==> src/rtl/sonic_tx_stats_pkg.sv <==
// Shared constants for the 10G TX status statistics block: status/error bit
// positions, CSR word addresses and event counter slots.
package sonic_tx_stats_pkg;

    localparam int ST_LEN_W     = 16;
    localparam int ST_UNICAST   = 16;
    localparam int ST_MULTICAST = 17;
    localparam int ST_BROADCAST = 18;
    localparam int ST_PAUSE     = 19;

    localparam int ERR_UNDERFLOW = 0;
    localparam int ERR_CRC       = 1;
    localparam int ERR_OVERSIZE  = 2;
    localparam int ERR_UNDERSIZE = 3;

    localparam logic [3:0] ADDR_FRAMES_OK  = 4'd0;
    localparam logic [3:0] ADDR_FRAMES_ERR = 4'd1;
    localparam logic [3:0] ADDR_OCTETS_LO  = 4'd2;
    localparam logic [3:0] ADDR_OCTETS_HI  = 4'd3;
    localparam logic [3:0] ADDR_UNICAST    = 4'd4;
    localparam logic [3:0] ADDR_MULTICAST  = 4'd5;
    localparam logic [3:0] ADDR_BROADCAST  = 4'd6;
    localparam logic [3:0] ADDR_PAUSE      = 4'd7;
    localparam logic [3:0] ADDR_UNDERFLOW  = 4'd8;
    localparam logic [3:0] ADDR_CRC        = 4'd9;
    localparam logic [3:0] ADDR_OVERSIZE   = 4'd10;
    localparam logic [3:0] ADDR_UNDERSIZE  = 4'd11;
    localparam logic [3:0] ADDR_CONTROL    = 4'd15;

    localparam int CTRL_CLEAR_BIT = 0;

    // Event counter slots (the octet counter is separate and wider)
    localparam int EV_OK        = 0;
    localparam int EV_ERR       = 1;
    localparam int EV_UNICAST   = 2;
    localparam int EV_MULTICAST = 3;
    localparam int EV_BROADCAST = 4;
    localparam int EV_PAUSE     = 5;
    localparam int EV_UNDERFLOW = 6;
    localparam int EV_CRC       = 7;
    localparam int EV_OVERSIZE  = 8;
    localparam int EV_UNDERSIZE = 9;
    localparam int NUM_EV       = 10;

endpackage

==> src/rtl/sonic_tx_stat_counter.sv <==
// Single statistics counter: adds inc every cycle, optional saturation,
// and a clear that restarts from zero without dropping that cycle's inc.
module sonic_tx_stat_counter #(
    parameter int WIDTH    = 32,
    parameter bit SATURATE = 1'b1
) (
    input  logic             clk,
    input  logic             reset_n,
    input  logic [WIDTH-1:0] inc,
    input  logic             clr,
    output logic [WIDTH-1:0] count
);

    logic [WIDTH-1:0] base;
    logic [WIDTH:0]   sum;
    logic [WIDTH-1:0] nxt;

    always_comb begin
        base = clr ? '0 : count;
        sum  = {1'b0, base} + {1'b0, inc};
        nxt  = (SATURATE && sum[WIDTH]) ? '1 : sum[WIDTH-1:0];
    end

    always_ff @(posedge clk or negedge reset_n) begin
        if (!reset_n) count <= '0;
        else          count <= nxt;
    end

endmodule

==> src/rtl/sonic_eth_10g_tx_status_stats.sv <==
// TX status statistics: S1 registers the status beat, S2 classifies it and
// feeds the counter bank; counters are read over a small Avalon-MM port.
module sonic_eth_10g_tx_status_stats
    import sonic_tx_stats_pkg::*;
#(
    parameter int CNT_W    = 32,
    parameter int SATURATE = 1
) (
    input  logic        clk,
    input  logic        reset_n,
    input  logic        in_valid,
    input  logic [39:0] in_data,
    input  logic [6:0]  in_error,
    output logic        in_ready,
    input  logic [3:0]  csr_address,
    input  logic        csr_read,
    input  logic        csr_write,
    input  logic [31:0] csr_writedata,
    output logic [31:0] csr_readdata
);

    localparam int OCT_W = 2 * CNT_W;

    logic                            s1_valid;
    logic [19:0]                     s1_data;
    logic [6:0]                      s1_error;
    logic [ST_LEN_W-1:0]             s1_len;
    logic                            frame_ok;
    logic                            frame_err;
    logic [NUM_EV-1:0]               ev_hit;
    logic [NUM_EV-1:0][CNT_W-1:0]    ev_cnt;
    logic [OCT_W-1:0]                oct_inc;
    logic [OCT_W-1:0]                oct_cnt;
    logic [CNT_W-1:0]                oct_snap;
    logic                            clear_pending;
    logic [31:0]                     rd_mux;
    logic                            unused_bits;

    assign unused_bits = ^{in_data[39:20], csr_writedata[31:1]};

    always_ff @(posedge clk or negedge reset_n) begin
        if (!reset_n) begin
            s1_valid <= 1'b0;
            s1_data  <= '0;
            s1_error <= '0;
            in_ready <= 1'b0;
        end else begin
            s1_valid <= in_valid;
            s1_data  <= in_data[19:0];
            s1_error <= in_error;
            in_ready <= 1'b1;
        end
    end

    assign s1_len    = s1_data[ST_LEN_W-1:0];
    assign frame_ok  = s1_valid && (s1_error == '0);
    assign frame_err = s1_valid && (s1_error != '0);

    always_comb begin
        ev_hit               = '0;
        ev_hit[EV_OK]        = frame_ok;
        ev_hit[EV_ERR]       = frame_err;
        ev_hit[EV_UNICAST]   = frame_ok  && s1_data[ST_UNICAST];
        ev_hit[EV_MULTICAST] = frame_ok  && s1_data[ST_MULTICAST];
        ev_hit[EV_BROADCAST] = frame_ok  && s1_data[ST_BROADCAST];
        ev_hit[EV_PAUSE]     = frame_ok  && s1_data[ST_PAUSE];
        ev_hit[EV_UNDERFLOW] = frame_err && s1_error[ERR_UNDERFLOW];
        ev_hit[EV_CRC]       = frame_err && s1_error[ERR_CRC];
        ev_hit[EV_OVERSIZE]  = frame_err && s1_error[ERR_OVERSIZE];
        ev_hit[EV_UNDERSIZE] = frame_err && s1_error[ERR_UNDERSIZE];
    end

    for (genvar i = 0; i < NUM_EV; i++) begin : g_ev
        sonic_tx_stat_counter #(.WIDTH(CNT_W), .SATURATE(SATURATE != 0)) u_cnt (
            .clk     (clk),
            .reset_n (reset_n),
            .inc     (CNT_W'(ev_hit[i])),
            .clr     (clear_pending),
            .count   (ev_cnt[i])
        );
    end

    if (OCT_W >= ST_LEN_W) begin : g_oct_wide
        assign oct_inc = frame_ok ? OCT_W'(s1_len) : '0;
    end else begin : g_oct_narrow
        // A length beyond the counter range saturates outright, or wraps
        // modulo 2^OCT_W when saturation is off.
        logic len_ovf;
        assign len_ovf = |(s1_len >> OCT_W);
        assign oct_inc = !frame_ok                    ? '0 :
                         ((SATURATE != 0) && len_ovf) ? '1 : s1_len[OCT_W-1:0];
    end

    sonic_tx_stat_counter #(.WIDTH(OCT_W), .SATURATE(SATURATE != 0)) u_oct (
        .clk     (clk),
        .reset_n (reset_n),
        .inc     (oct_inc),
        .clr     (clear_pending),
        .count   (oct_cnt)
    );

    always_comb begin
        rd_mux = '0;
        case (csr_address)
            ADDR_FRAMES_OK:  rd_mux = 32'(ev_cnt[EV_OK]);
            ADDR_FRAMES_ERR: rd_mux = 32'(ev_cnt[EV_ERR]);
            ADDR_OCTETS_LO:  rd_mux = 32'(oct_cnt[CNT_W-1:0]);
            ADDR_OCTETS_HI:  rd_mux = 32'(oct_snap);
            ADDR_UNICAST:    rd_mux = 32'(ev_cnt[EV_UNICAST]);
            ADDR_MULTICAST:  rd_mux = 32'(ev_cnt[EV_MULTICAST]);
            ADDR_BROADCAST:  rd_mux = 32'(ev_cnt[EV_BROADCAST]);
            ADDR_PAUSE:      rd_mux = 32'(ev_cnt[EV_PAUSE]);
            ADDR_UNDERFLOW:  rd_mux = 32'(ev_cnt[EV_UNDERFLOW]);
            ADDR_CRC:        rd_mux = 32'(ev_cnt[EV_CRC]);
            ADDR_OVERSIZE:   rd_mux = 32'(ev_cnt[EV_OVERSIZE]);
            ADDR_UNDERSIZE:  rd_mux = 32'(ev_cnt[EV_UNDERSIZE]);
            ADDR_CONTROL:    rd_mux = {31'b0, clear_pending};
            default:         rd_mux = '0;
        endcase
    end

    // Reading the low octet word freezes the high half so the pair is coherent.
    always_ff @(posedge clk or negedge reset_n) begin
        if (!reset_n) begin
            clear_pending <= 1'b0;
            oct_snap      <= '0;
            csr_readdata  <= '0;
        end else begin
            clear_pending <= csr_write && (csr_address == ADDR_CONTROL) &&
                             csr_writedata[CTRL_CLEAR_BIT];
            if (clear_pending)
                oct_snap <= '0;
            else if (csr_read && (csr_address == ADDR_OCTETS_LO))
                oct_snap <= oct_cnt[OCT_W-1:CNT_W];
            if (csr_read)
                csr_readdata <= rd_mux;
        end
    end

endmodule

==> config.mk <==
export PLATFORM = sky130hd
export DESIGN_NAME = sonic_eth_10g_tx_status_stats
export DESIGN_NICKNAME = d
export VERILOG_FILES = /design/src/rtl/sonic_tx_stats_pkg.sv /design/src/rtl/sonic_tx_stat_counter.sv /design/src/rtl/sonic_eth_10g_tx_status_stats.sv
export SDC_FILE = /design/constraint.sdc
export NUM_CORES = 1
export LEC_CHECK = 0
export CORE_MARGIN = 5
export CORE_UTILIZATION = 55
export DETAILED_ROUTE_END_ITERATION = 16
export PLACE_DENSITY = 0.78
export SYNTH_ARGS = -nofsm -noshare
export SYNTH_HDL_FRONTEND = slang
export SYNTH_SLANG_ARGS = --single-unit
export TNS_END_PERCENT = 5
==> constraint.sdc <==
create_clock -name clk -period 10.9 [get_ports clk]
set_input_delay 1.09 -clock clk [delete_from_list [all_inputs] [get_ports clk]]
set_output_delay 1.09 -clock clk [all_outputs]
set_load 0.03 [all_outputs]
After elaboration in Yosys (flattened, before gate mapping)
Cells that the tools add are included.
{"block": "totals", "wordCells": 84, "input_bits": 88, "output_inout_bits": 33, "ff_bits": 478}
{"block": "classes", "eq_ne": 12, "n_mux": 26, "addsub": 11, "n_reduce_logical": 17}
{"op": "32-bit two-way mux", "count": 22}
{"op": "32-bit one-hot mux with 13 select lines", "count": 1}
{"op": "32-bit by 1-bit adder with 33-bit output", "count": 10}
{"op": "64-bit two-way mux", "count": 2}
{"op": "64-bit by 16-bit adder with 65-bit output", "count": 1}
{"op": "4-bit == test (second input constant)", "count": 5}
{"op": "4-bit by 3-bit == test with 1-bit output (second input constant)", "count": 4}
{"op": "16-bit two-way mux", "count": 1}
{"op": "1-bit logical AND", "count": 13}
{"op": "4-bit by 2-bit == test with 1-bit output (second input constant)", "count": 2}
{"op": "7-bit logical NOT", "count": 1}
{"op": "7-bit nonzero test", "count": 1}
{"op": "4-bit by 1-bit == test with 1-bit output (second input constant)", "count": 1}
{"op": "4-bit logical NOT", "count": 1}
{"op": "2-bit nonzero test", "count": 1}

Longest topological paths before layout
{"block": "logic_depth", "ltp_word": 5, "mapped_depth": 20, "ltp_nobuf": 12}

By module
A second synthesis with hierarchy kept.
{"block": "hier_totals", "cells_unflattened": 5079, "hier_area_um2": 42776.0}
{"module": "sonic_tx_stat_counter at g_ev[4].u_cnt ...", "seq_area_each_um2": 800.8, "area_each_um2": 2852.7, "n_inst": 6, "cells_per_inst": 340}
{"module": "sonic_tx_stat_counter at g_ev[0].u_cnt ...", "seq_area_each_um2": 800.8, "area_each_um2": 3115.5, "n_inst": 4, "cells_per_inst": 364}
{"module": "sonic_eth_10g_tx_status_stats", "seq_area_each_um2": 2352.3, "area_each_um2": 6648.9, "n_inst": 1, "cells_per_inst": 748}
{"module": "sonic_tx_stat_counter at u_oct", "seq_area_each_um2": 1601.5, "area_each_um2": 6548.8, "n_inst": 1, "cells_per_inst": 835}

Worst setup path after synthesis
Ideal clock, no wire load.
{"block": "synth_timing", "kind": "register -> register", "start": "register clear_pending", "end": "register u_oct.count[54]", "n_path_buf": 8, "t_arrival_ns": 3.919, "setup_time_ns": 0.123, "path_slack_ns": 6.858, "required_time_ns": 10.777, "synth_period_minus_slack_ns": 4.042, "stages_incl_launch_ff": 19, "cell_sequence": "dfrtp_1 > buf_6 > buf_6 > buf_2 > buf_2 > buf_2 > buf_1 > clkbuf_1 > nor2b_1 > ha_1 > fa_1 > a21oi_1 > o211ai_1 > a211oi_1 > a21o_1 > clkbuf_1 > nor3_1 > xnor2_1 > nand2_1"}
{"block": "synth_between", "elab_chain_len": 3}
{"element": "start: declaration", "line": "sonic_eth_10g_tx_status_stats.sv:35", "source": "logic clear_pending;"}
{"element": "start signal: assignment", "line": "sonic_eth_10g_tx_status_stats.sv:129", "source": "clear_pending <= csr_write && (csr_address == ADDR_CONTROL) &&"}
{"element": "64-bit two-way mux", "line": "sonic_tx_stat_counter.sv:19", "source": "base = clr ? '0 : count;"}
{"element": "64-bit by 16-bit adder with 65-bit output", "line": "sonic_tx_stat_counter.sv:20", "source": "sum = {1'b0, base} + {1'b0, inc};"}
{"element": "64-bit two-way mux", "line": "sonic_tx_stat_counter.sv:21", "source": "nxt = (SATURATE && sum[WIDTH]) ? '1 : sum[WIDTH-1:0];"}
{"element": "net u_oct.nxt[54]", "line": "sonic_tx_stat_counter.sv:16", "source": "logic [WIDTH-1:0] nxt;"}
{"element": "end signal: assignment", "line": "sonic_tx_stat_counter.sv:26", "source": "else count <= nxt;"}
{"element": "end: declaration", "line": "sonic_tx_stat_counter.sv:11", "source": "output logic [WIDTH-1:0] count"}
The timed path passes the listed nets, and every way through them passes these cells.
A chain may end at the register's enable or synchronous reset.

Worst setup path after layout
{"block": "layout_timing", "start": "register clear_pending", "end": "register u_oct.count[61]"}
The elaborated chain is that of the path after synthesis.

==> summary.md <==
| Metric | Value |
|---|---|
| TNS Setup | `0 ns` |
| CTS sink cnt | `478` |
| Status | `finished, final reports clean` |
| Post-synth EDFFs | `0` |
| Crit path required time | `11.32 ns` |
| Largest net degree at the start of global routing | `196` |
| Fin crit period | `5.06 ns` |
| Clk_lat worst skew | `0.61 ns` |
| DIE WIDTH | `228 um` |
| Crit share post-route | `0.464` |
| WL/cell | `23.6 um` |
| Dpl ws | `6.05 ns` |
| Crit path DAT | `5.48 ns` |
| Layout area overhead | `10.7%` |
| PwrDens | `135 nW/um^2` |
| All-Layer GR Usage | `0.308` |
| Unrepaired setup endpoints after global routing | `false` |
| 1st-iter DRT viols | `3027` |
| Die Span Y | `228 um` |
| Share of cells above drive strength 1 | `0.0653` |
| Final worst slack | `5.84 ns` |
| ANT cells | `0` |
| Crit Path Category | `flip-flop to flip-flop` |
| Num ports | `121` |
| Hpwl dp | `56800 um` |
| Most frequent cells in the layout | `dfrtp_1 (477), nand2_1 (374), o21ai_0 (220)` |
| Register bit total from synthesis | `478` |
| # setup viols final | `0` |
| Placed cell count | `3377` |
| Asr flop ratio synth | `1.00` |
| Hold_sp | `u_oct.count[38]$_DFF_PN0_` |
| Fin. Hold Viols | `0` |
| Crit-path max FO | `76` |
| HP Class | `flip-flop to flip-flop` |
| Cell Rows | `79` |
| Crit path capture type | `flip-flop` |
| Skew final | `0.0371 ns` |
| Via/cell ratio | `6.61` |
| Clk root buf | `clkbuf_16` |
| Hold_ws | `0.525 ns` |
| Postcts setup bufs | `0` |
| Max Cap Violations | `0` |
| TritonCTS clock tree | `done` |
| Peak VDD IR | `117 uV` |
| Synth area leader | `dfrtp_1` |
| Slew @ Worst Pin | `1.25 ns` |
| Cell Area, Synth | `26100 sq um` |
| Num CTS Buffers | `51` |
| Relative slew slack | `0.161` |
| YS warnings | `0` |
| Commonest non-fill, non-tap cell in the layout | `dfrtp_1` |
| First-pass GRT wire length | `129000 um` |
| Max Clock Freq | `0.198 GHz` |
| Syn Nets | `2946` |
| Initial Util | `0.559` |
| Drt drc | `0` |
| Worst Setup SP | `clear_pending$_DFF_PN0_` |
| Layout Nets | `2948` |
| Post-layout util | `0.619` |
| Top-area cell type share of the netlist area | `0.458` |
| Vias in the first global route | `22600` |
| Commonest register cell after synthesis | `dfrtp_1` |
| PortBufs | `69` |
| Via count | `22900` |
| Post-Syn Instances | `2821` |
| Routability Congestion | `0.968` |
| Startpoint types | `flip-flop` |
| Full die area | `52000 sq um` |
| Post-cts gate resize count | `0` |
| Pleak | `12.6 nW` |
| Hold_buf cts | `0` |
| Clock transition at path regs | `0.06 ns` |
| Post-Layout Cell Count | `3470` |
| DRT Pass-1 Iters | `6` |
| Post-Syn Area per Cell | `9.26 sq um` |
| Ranking of synthesized cells by area | `dfrtp_1 (46%), xnor2_1 (5.8%), nand2_1 (5.4%), o21ai_0 (4.2%), xor2_1 (4.1%)` |
| Max-slew violation count | `0` |
| Clk buf depth | `3` |
| Seq/Total Area, Yosys | `0.458` |
| Routed wire length | `81800 um` |
| Post-synth cell types | `80` |
| # H-tree levels | `2` |
| R2r startpoint | `clear_pending$_DFF_PN0_` |
| Area of the core | `46800 sq um` |
| Initial antenna violation count | `2` |
| Final ANT Viol Nets | `0` |
| GRT overflow | `0` |
[registers in the layout (all words and copies together) (netlist names)]
register	flops
u_oct.count	64
oct_snap	32
clear_pending	1
s1_error	7
g_ev.u_cnt.count	320
s1_data	20
s1_valid	1
csr_readdata	32
in_ready	1
[report_power, final]
part	internal, mW	total, mW	switching [mW]	leakage (nW)
combinational	0.0984	0.257	0.159	5.21
sequential	1.84	1.92	0.0769	6.56
clock	0.986	1.72	0.737	0.800
total	2.92	3.90	0.973	12.6
[final timing paths]
check,endpoint,slack (ns),cells after the start
max in group asynchronous,clear_pending$_DFF_PN0_,7.73,3
hold / removal,oct_snap[6]$_DFFE_PN0P_,0.53,2
hold reg to reg,oct_snap[6]$_DFFE_PN0P_,0.53,2
min in group asynchronous,g_ev[2].u_cnt.count[12]$_DFF_PN0_,0.59,1
setup reg to reg,u_oct.count[61]$_DFF_PN0_,5.84,10
setup / recovery,u_oct.count[61]$_DFF_PN0_,5.84,10
[cells in the mapped netlist (all sizes together) (3+ instances only)]
library cell	count
buf	33
nor3b	20
a22o	72
o22ai	32
nand4	91
nor2b	91
nand2b	35
and2	17
or4	4
or3b	3
a21o	4
ha	36
a211oi	13
or2	11
mux2	3
xor2	122
o21ai	225
nor2	141
nor4b	5
a21oi	98
inv	68
mux2i	8
nand2	375
clkbuf	127
a221oi	72
a2111oi	8
nor3	43
and3	107
and4b	8
nor4	23
or3	7
a31oi	16
nand3b	15
nand3	133
o211ai	4
a22oi	47
dfrtp	478
o211a	3
and4	23
xnor2	173
[metrics by stage]
stage / cell area, sq um / power (mW)
after floorplan: 26100 / 2.06
final: 28900 / 3.90
after CTS: 28900 / 3.90
after global placement: 27300 / 2.18
after detailed placement: 27300 / 2.20
after global routing: 28900 / 4.02
[worst max-delay path, stage by stage, from the launching register on]
cell	delay, ns
dfrtp_4	0.96
buf_4	0.61
buf_4	0.61
buf_4	0.57
nor2b_1	0.15
nand2_1	0.21
nor3_1	0.10
a31oi_1	0.91
a2111oi_0	0.37
xnor2_1	0.22
nand2_1	0.08
[cells by family after synthesis]
family,after synthesis,synth area share
AOI/OAI and AO/OA,611,0.152
xor gates and xnor gates,295,0.0989
adders and majority gates,37,0.0180
buffers and inverters,228,0.0356
DFF,478,0.458
muxes,11,0.00436
other,1,0.000144
and+or+nand+nor,1160,0.233
[layer usage]
| metal | wire [um] | share of wire | track usage |
|---|---|---|---|
| met5 | 0 | 0 | 0 |
| met4 | 3090 | 0.038 | 0.106 |
| met3 | 10600 | 0.13 | 0.0846 |
| met2 | 35700 | 0.44 | 0.468 |
| met1 | 32300 | 0.40 | 0.430 |
[layout make-up]
class                      instances  area (sq um)
fill                            3821         17800
multi-input combinational       2115         13300
sequential                       478         12000
clock buffer                      77          1490
timing repair buffer             109          1010
tap                              607           759
inverter                          68           258
clock inverter                    16           153
No activity file was read; power rests on OpenSTA's default activity.
